File: src/rtl/prio_enc_drain_pkg.sv
// Shared types and helpers for the priority-encode-and-drain block.
// Holds the FSM state type, the default widths and a generic popcount.
package prio_enc_pkg;

  localparam int N_IN_DFLT   = 8;
  localparam int CODE_W_DFLT = 3;

  typedef enum logic [0:0] {
    IDLE  = 1'b0,
    DRAIN = 1'b1
  } state_e;

  function automatic int popcount(input logic [31:0] v);
    int n;
    n = 0;
    for (int i = 0; i < 32; i++) begin
      n = n + int'(v[i]);
    end
    return n;
  endfunction

endpackage

File: src/rtl/prio_enc_drain_if.sv
// Request-in / code-out handshake bundle for prio_enc_drain.
// master is the request/consumer side, slave is the encoder itself.
interface prio_enc_drain_if
  import prio_enc_pkg::*;
#(
  parameter int N_IN   = N_IN_DFLT,
  parameter int CODE_W = CODE_W_DFLT
);
  logic              in_valid;
  logic              in_ready;
  logic [N_IN-1:0]   in_vec;
  logic              out_valid;
  logic              out_ready;
  logic [CODE_W-1:0] out_code;
  logic              out_last;
  logic [CODE_W:0]   pend_cnt;
  logic              zero_drop;

  modport master (
    output in_valid, in_vec, out_ready,
    input  in_ready, out_valid, out_code, out_last, pend_cnt, zero_drop
  );

  modport slave (
    input  in_valid, in_vec, out_ready,
    output in_ready, out_valid, out_code, out_last, pend_cnt, zero_drop
  );
endinterface

File: src/rtl/prio_enc_drain_lsb_onehot_enc.sv
// Combinational lowest-set-bit encoder: returns the index of the lowest set
// bit and a flag that any bit is set.
module lsb_onehot_enc
  import prio_enc_pkg::*;
#(
  parameter int N_IN   = N_IN_DFLT,
  parameter int CODE_W = CODE_W_DFLT
) (
  input  logic [N_IN-1:0]   vec,
  output logic [CODE_W-1:0] code,
  output logic              any
);

  // Scan downward so the lowest set bit is the last one written.
  always_comb begin
    code = '0;
    any  = 1'b0;
    for (int i = N_IN - 1; i >= 0; i--) begin
      if (vec[i]) begin
        code = CODE_W'(i);
        any  = 1'b1;
      end
    end
  end

endmodule

File: src/rtl/prio_enc_drain.sv
// Drains an accepted request vector as one binary code per handshake, lowest first.
// Outputs decode from the pend register only; one idle bubble between vectors.
module prio_enc_drain
  import prio_enc_pkg::*;
#(
  parameter int N_IN   = N_IN_DFLT,
  parameter int CODE_W = CODE_W_DFLT
) (
  input  logic             clk,
  input  logic             rst,
  prio_enc_drain_if.slave  bus
);

  localparam logic [0:0] S_IDLE  = IDLE;
  localparam logic [0:0] S_DRAIN = DRAIN;

  if (CODE_W != $clog2(N_IN)) begin : g_bad_width
    $error("prio_enc_drain: CODE_W must equal clog2(N_IN)");
  end

  logic [0:0]        state;
  logic [N_IN-1:0]   pend;
  logic              zero_drop_q;
  logic [CODE_W-1:0] enc_code;
  logic              enc_any;
  logic [CODE_W:0]   cnt;
  logic              draining;
  logic              last;

  lsb_onehot_enc #(
    .N_IN   (N_IN),
    .CODE_W (CODE_W)
  ) u_enc (
    .vec  (pend),
    .code (enc_code),
    .any  (enc_any)
  );

  assign cnt      = (CODE_W + 1)'(popcount(32'(pend)));
  assign draining = (state == S_DRAIN);
  assign last     = draining && (cnt == (CODE_W + 1)'(1));

  assign bus.in_ready  = (state == S_IDLE);
  assign bus.out_valid = draining && enc_any;
  assign bus.out_code  = draining ? enc_code : '0;
  assign bus.out_last  = last;
  assign bus.pend_cnt  = cnt;
  assign bus.zero_drop = zero_drop_q;

  always_ff @(posedge clk) begin
    if (rst) begin
      state       <= S_IDLE;
      pend        <= '0;
      zero_drop_q <= 1'b0;
    end else begin
      zero_drop_q <= 1'b0;
      case (state)
        S_IDLE: begin
          if (bus.in_valid) begin
            if (bus.in_vec != '0) begin
              pend  <= bus.in_vec;
              state <= S_DRAIN;
            end else begin
              zero_drop_q <= 1'b1;
            end
          end
        end
        default: begin
          if (bus.out_ready) begin
            // Clearing the lowest set bit matches the code just presented.
            pend <= pend & (pend - 1'b1);
            if (last) begin
              state <= S_IDLE;
            end
          end
        end
      endcase
    end
  end

endmodule

File: src/flat_wrapper.sv
// flat-port wrapper written by rule: the top's interface ports become plain ports
module prio_enc_drain_flat import prio_enc_pkg::*;
#(
  parameter int N_IN   = N_IN_DFLT,
  parameter int CODE_W = CODE_W_DFLT
)
  (clk, rst, bus_in_valid, bus_in_vec, bus_out_ready, bus_in_ready, bus_out_valid, bus_out_code, bus_out_last, bus_pend_cnt, bus_zero_drop);
  prio_enc_drain_if #(.N_IN(N_IN), .CODE_W(CODE_W)) bus_i ();
  input  logic clk;
  input  logic rst;
  input wire logic [$bits(bus_i.in_valid)-1:0] bus_in_valid;
  input wire logic [$bits(bus_i.in_vec)-1:0] bus_in_vec;
  input wire logic [$bits(bus_i.out_ready)-1:0] bus_out_ready;
  output wire logic [$bits(bus_i.in_ready)-1:0] bus_in_ready;
  output wire logic [$bits(bus_i.out_valid)-1:0] bus_out_valid;
  output wire logic [$bits(bus_i.out_code)-1:0] bus_out_code;
  output wire logic [$bits(bus_i.out_last)-1:0] bus_out_last;
  output wire logic [$bits(bus_i.pend_cnt)-1:0] bus_pend_cnt;
  output wire logic [$bits(bus_i.zero_drop)-1:0] bus_zero_drop;
  assign bus_i.in_valid = bus_in_valid;
  assign bus_i.in_vec = bus_in_vec;
  assign bus_i.out_ready = bus_out_ready;
  assign bus_in_ready = bus_i.in_ready;
  assign bus_out_valid = bus_i.out_valid;
  assign bus_out_code = bus_i.out_code;
  assign bus_out_last = bus_i.out_last;
  assign bus_pend_cnt = bus_i.pend_cnt;
  assign bus_zero_drop = bus_i.zero_drop;
  prio_enc_drain #(.N_IN(N_IN), .CODE_W(CODE_W)) u_core (.clk(clk), .rst(rst), .bus(bus_i));
endmodule
File: config.mk
export PLATFORM = sky130hd
export DESIGN_NAME = prio_enc_drain_flat
export DESIGN_NICKNAME = d
export VERILOG_FILES = /design/src/rtl/prio_enc_drain_pkg.sv /design/src/rtl/prio_enc_drain_if.sv /design/src/rtl/prio_enc_drain_lsb_onehot_enc.sv /design/src/rtl/prio_enc_drain.sv /design/src/flat_wrapper.sv
export SDC_FILE = /design/constraint.sdc
export NUM_CORES = 1
export LEC_CHECK = 0
export ABC_AREA = 0
export BUFFER_PORTS_ARGS = -buffer_cell sky130_fd_sc_hd__buf_2
export CAP_MARGIN = 40
export CORE_MARGIN = 2
export CORE_UTILIZATION = 45
export DETAILED_ROUTE_END_ITERATION = 12
export PLACE_DENSITY = 0.73
export SLEW_MARGIN = 5
export SYNTH_ARGS = -nofsm -noshare
export SYNTH_HDL_FRONTEND = slang
export SYNTH_SLANG_ARGS = --single-unit
export TNS_END_PERCENT = 50
File: constraint.sdc
create_clock -name clk -period 3 [get_ports clk]
set_input_delay 0.45 -clock clk [delete_from_list [all_inputs] [get_ports clk]]
set_output_delay 0.45 -clock clk [all_outputs]
set_load 0.005 [all_outputs]
==> reports/qor.txt, run 1 <==
status -> complete, but fails checks
failing checks -> negative setup slack
final WL -> 2100 microns
HP Class -> input port to flip-flop
Worst R2R Start -> u_core.pend[1]
DR vias/cell -> 5.40
Post-Syn Area per Cell -> 9.38 sq um
Synth Register Bits -> 10
GRT Overall Usage -> 23.1%
Max-slew headroom -> 69.9%
count leader, synth -> inv_1
largest cells by area after synthesis -> dfxtp_1 (24%), fa_1 (9.5%), inv_1 (7.6%)
Cells after Synth -> 90
post-layout min period -> 3.58 ns
die area -> 2240 sq um
via count -> 816
Peak VDD IR -> 282 uV
post-layout util -> 65.9%
Clock Sinks -> 10
drt first pass iters -> 4
Yosys cell types -> 41
GRT overflow -> 0
min-delay src -> bus_in_vec[0]
initial core utilization -> 48.4%
dominant synthesized flop cell -> dfxtp_1
core area -> 1750 sq um
synth cell count leaders -> inv_1 (17), dfxtp_1 (10), a21oi_1 (5)
CP Class -> flip-flop to primary output
die height -> 47.3 microns
H-tree levels -> 1
Leakage -> 0.503 nW
Async SR Flop Fraction -> 0%
largest net degree at the start of global routing -> 11
top-area cell type share of the netlist area -> 23.7%
Area Growth Syn to Fin -> 36.3%
TritonCTS buffer count -> 3
initial antenna violation count -> 0
internal power -> 0.000336 W
row cnt -> 15
final worst setup slack -> -0.578 ns
fin crit share -> 119%
Crit. Startpoint -> u_core.pend[1]
required time of the critical path -> 2.55 ns
combinational power share -> 51.0%
sequential share of power -> 30.8%
P_sw -> 0.000189 W
DR iter-0 viols -> 20
DIE WIDTH -> 47.3 microns
Post-Syn Nets -> 110
worst slew pin tran -> 0.440 ns
io pins -> 23
GP Congestion -> 0.786
clock-pin slew of the registers on the worst-case setup and hold paths -> 0.07 ns
Final nets -> 147
vias in the first global route -> 837
final count of negative-setup-slack endpoints -> 6
max cap viols -> 0
clk_skew -> 0.00895 ns
CP Data Arrival Time -> 3.13 ns
dpl hpwl -> 1670 microns
Root Driver -> clkbuf_4
RSZ-0062 raised after global routing -> yes
post-route antenna net violation count -> 0
Antenna Cells -> 0
CTS Buffer Depth -> 2
maximum fanout along the worst path -> 2
CP Launch Type -> flip-flop
P per Cell Area -> 456 nW/um^2
post-synth top area cell -> dfxtp_1
share of cells above drive strength 1 -> 50.0%
global-route wire length before repair -> 3620 microns
Max Clk Rate -> 0.279 GHz
Mapped Area -> 845 sq um
Tot Pwr -> 0.000525 W
CTS tree -> built
DRC viols -> 0
IO Port Bufs -> 22
Fin Hold WS -> 0.445 ns
Worst Setup End Kind -> primary output
WL/cell -> 13.9 microns
Post-synth EDFFs -> 0
worst-skew pair later-pin latency -> 0.27 ns
Clock power frac -> 18.2%
post-synthesis sequential area ratio -> 23.7%
setup TNS -> -2.08 ns
Ys Warns -> 0
Final Hold Vio Count -> 0
Sw Ratio -> 36.0%
Slew Limit Fails -> 0
-- worst max-delay path, stage by stage, from the launching register on --
cell and delay, ns:
dfxtp_4 0.36, inv_4 0.04, ha_4 0.25, inv_2 0.03, fa_1 0.49, fa_1 0.43, fa_2 0.37, fa_2 0.54
nand3_1 0.08, nor3_2 0.15, buf_2 0.12
-- layer usage --
metal | share of wire [%] | vias up | track usage (%)
met5 | 0 | - | 0
met4 | 0.81 | 0 | 7.22
met3 | 4.2 | 4 | 6.54
met2 | 51 | 18 | 38.1
met1 | 44 | 393 | 29.0
li1 | - | 401 | -
-- registers in the layout (all words and copies together), names as in the netlist --
signal	flops
u_core.pend	8
u_core.bus.zero_drop	1
u_core.draining	1
-- cell families (layout without fill, tap and decap cells) --
| group | Yosys count | after routing | synth area share (%) |
|---|---|---|---|
| xor gates and xnor gates | 1 | 1 | 1.04 |
| DFF | 10 | 10 | 23.7 |
| buffers and inverters | 19 | 55 | 9.04 |
| AOI/OAI and AO/OA | 25 | 25 | 23.6 |
| adders and majority gates | 8 | 8 | 15.4 |
| and+or+nand+nor | 27 | 27 | 27.3 |
-- worst paths after layout --
kind	to	slack (ns)	cells after the start
max	bus_out_last	-0.58	10
min	u_core.pend[0]	0.44	2
max reg2reg	u_core.draining	-0.22	12
min reg2reg	u_core.pend[6]	0.56	1
-- final cells by class --
class | instances | area [sq um]
multi-input cells | 61 | 609
fillers | 145 | 594
repair buffers | 34 | 210
flip-flops and latches | 10 | 208
inverters | 17 | 66.3
well taps | 25 | 31.3
clock buffers | 4 | 26.3
-- stage by stage --
| step | area, sq um | setup slack [ns] | cells |
|---|---|---|---|
| final | 1150 | -0.578 | 151 |
| after CTS | 1130 | -0.573 | 150 |
| after global routing | 1150 | -0.725 | 151 |
| after detailed placement | 1060 | -0.304 | 143 |
| after global placement | 1060 | -0.259 | 143 |
| after floorplan | 870 | -0.204 | 90 |
-- what timing repair did --
| item | 4_1_cts | 5_1_grt |
|---|---|---|
| resized for setup | 6 | 4 |
| setup buffers | 3 | 2 |
| pin swaps | 1 | 0 |
| hold buffers | 0 | 0 |
| setup endpoints to repair | 6 | 6 |
-- cell usage in the layout, fill, tap and decap left out, types with 3 or more instances in the layout --
master    count
inv_1        12
clkbuf_4      3
buf_4        11
a21oi_1       5
nand2_1       3
nor4_4        3
nor3_2        3
buf_2        21
ha_1          3
inv_2         4
nand3_1       3
dfxtp_1       8
-- power groups by stage --
stage | registers (W) | logic (W) | clock network [W]
2_1_floorplan | 0.000161 | 0.000137 | 0
3_3_place_gp | 0.000163 | 0.000214 | 0
3_5_place_dp | 0.000163 | 0.000220 | 0
4_1_cts | 0.000161 | 0.000249 | 0.0000979
5_1_grt | 0.000163 | 0.000298 | 0.000104
6_report | 0.000161 | 0.000268 | 0.0000957
No activity file was read; power rests on OpenSTA's default activity.
==> run 2, diff against run 1 <==
- PLACE_DENSITY: 0.73 -> 0.79
==> run 2 against run 1 <==
Compared with the run above:
- the run still ends with negative setup slack left
- fmax down 1.8%
- critical path depth stayed put
- cell area is 1.3% lower
- worst setup slack worse by 0.066 ns
- combinational power fell by 5%
- register-to-register slack lost 0.04 ns
- sequential power hardly changed
- worst hold slack improved by 0.0015 ns
- critical path type unchanged
- critical endpoint unchanged
==> reports/qor.txt, run 2 (synthesis results as in run 1) <==
CP Class -> flip-flop to primary output
post-layout min period -> 3.64 ns (+0.0663 ns)
max cap viols -> 0 (unchanged)
Area Growth Syn to Fin -> 34.5%
Slew Limit Fails -> 0 (unchanged)
die area -> 2240 sq um (unchanged)
Clock Sinks -> 10 (unchanged)
P per Cell Area -> 474 nW/um^2 (+4.0%)
drt first pass iters -> 4 (unchanged)
row cnt -> 15 (unchanged)
DR iter-0 viols -> 14 (-30%)
flop-to-flop setup slack -> -0.26 ns (-0.04 ns)
Reg area -> 208 sq um (unchanged)
RSZ-0062 raised after global routing -> yes
maximum fanout along the worst path -> 2 (unchanged)
Peak VDD IR -> 350 uV (+24%)
global-route wire length before repair -> 3590 microns (-0.58%)
largest net degree at the start of global routing -> 11 (unchanged)
TritonCTS buffer count -> 3 (unchanged)
post-layout util -> 65.1% (-0.86 points)
Worst Setup End Kind -> primary output
Leakage -> 0.504 nW (+0.30%)
CTS Buffer Depth -> 2 (unchanged)
GRT Overall Usage -> 23.9% (+0.78 points)
die height -> 47.3 microns (unchanged)
initial antenna violation count -> 0 (unchanged)
clk_skew -> 0.00212 ns (-0.00684 ns)
Antenna Cells -> 0 (unchanged)
post-route antenna net violation count -> 0 (unchanged)
final count of negative-setup-slack endpoints -> 6 (unchanged)
dpl hpwl -> 1720 microns (+3.4%)
GRT overflow -> 0 (unchanged)
final worst setup slack -> -0.644 ns (-0.0663 ns)
CP Data Arrival Time -> 3.19 ns (+0.06 ns)
worst-skew pair later-pin latency -> 0.26 ns (about the same)
largest register by flop count -> u_core.pend
CTS tree -> built
WL/cell -> 14.5 microns (+3.8%)
area of the multi-input gates -> 598 sq um (-1.8%)
Reg-to-Reg End -> u_core.draining
Final nets -> 146 (-0.68%)
Worst R2R Start -> u_core.pend[1]
initial core utilization -> 48.4% (unchanged)
final WL -> 2170 microns (+3.1%)
HP Class -> input port to flip-flop
Max-slew headroom -> 72.2% (+2.2 points)
Worst R2R Path Depth -> 12 (unchanged)
DRC viols -> 0 (unchanged)
status -> complete, but fails checks
required time of the critical path -> 2.55 ns (about the same)
Final Hold Vio Count -> 0 (unchanged)
fin crit share -> 121% (+2.2 points)
share of cells above drive strength 1 -> 49.6% (-0.40 points)
commonest non-fill, non-tap cell in the layout -> buf_2
most frequent cells in the layout -> buf_2 (22), inv_1 (13), buf_4 (10), dfxtp_1 (8), a21oi_1 (5)
Root Driver -> clkbuf_4
via count -> 813 (-0.37%)
core area -> 1750 sq um (unchanged)
H-tree levels -> 1 (unchanged)
vias in the first global route -> 795 (-5.0%)
# hold bufs at CTS -> 0 (unchanged)
Crit. Startpoint -> u_core.pend[1]
io pins -> 23 (unchanged)
GP Congestion -> 0.884 (+12%)
# fillers -> 137 (-5.5%)
CP Launch Type -> flip-flop
failing checks -> negative setup slack
worst slew pin tran -> 0.417 ns (-0.0229 ns)
clock-pin slew of the registers on the worst-case setup and hold paths -> 0.07 ns (about the same)
Critical Path Sink -> bus_out_last
Fin Hold WS -> 0.446 ns (+0.00150 ns)
max reg flops -> 8 (unchanged)
Max Clk Rate -> 0.274 GHz (-1.8%)
DR vias/cell -> 5.42 (+0.30%)
IO Port Bufs -> 22 (unchanged)
DIE WIDTH -> 47.3 microns (unchanged)
-- run 2: routing by layer --
| metal | track usage (%) | vias to the layer above | part of all wire (%) |
|---|---|---|---|
| li1 | - | 395 | - |
| met1 | 30.8 | 395 | 42 |
| met2 | 39.5 | 23 | 53 |
| met3 | 5.77 | 0 | 5.4 |
| met4 | 6.67 | 0 | 0 |
| met5 | 0 | - | 0 |
-- run 2: worst min-delay path by stage --
| stage | startpoint | endpoint | depth (start not counted) |
|---|---|---|---|
| after floorplan | u_core.pend[7] | u_core.pend[7] | 1 |
| after global placement | u_core.pend[5] | u_core.pend[5] | 1 |
| after detailed placement | u_core.pend[7] | u_core.pend[7] | 1 |
| after CTS | bus_in_vec[3] | u_core.pend[3] | 2 |
| after global routing | bus_in_vec[3] | u_core.pend[3] | 2 |
| final | bus_in_vec[3] | u_core.pend[3] | 2 |
-- run 2: metrics by stage --
step                      TNS, ns  std cells  area, sq um  total power (W)  worst slack (ns)
final                       -2.36        150         1140         0.000538            -0.644
after global routing        -2.91        150         1140         0.000575            -0.750
after CTS                   -2.12        149         1130         0.000532            -0.628
after detailed placement   -0.912        142         1050         0.000383            -0.352
after global placement     -0.659        142         1050         0.000374            -0.261
after floorplan            -0.212         90          870         0.000297            -0.204
-- run 2: area by class of cell --
type	instances	area share, %
Clock buffer	4	3.19
Inverter	17	5.84
Multi-Input combinational cell	61	52.6
Sequential cell	10	18.3
Tap cell	25	2.75
Timing Repair Buffer	33	17.3
-- run 2: where the power goes --
group          total, W  internal (W)  switching (W)
Sequential     0.000162      0.000144      0.0000176
Clock          0.000122     0.0000737      0.0000488
Combinational  0.000254      0.000130       0.000124
-- run 2: what timing repair did --
item                       CTS  global route
buffers inserted             3             1
pin swaps                    1             0
resized for setup            6             0
setup endpoints to repair    6             6
-- run 2: critical path: stages (launching register included) --
cell     delay, ns
dfxtp_4       0.36
inv_4         0.04
ha_4          0.25
inv_2         0.03
fa_1          0.51
fa_1          0.44
fa_2          0.37
fa_2          0.54
nand3_1       0.08
nor3_2        0.17
buf_2         0.14
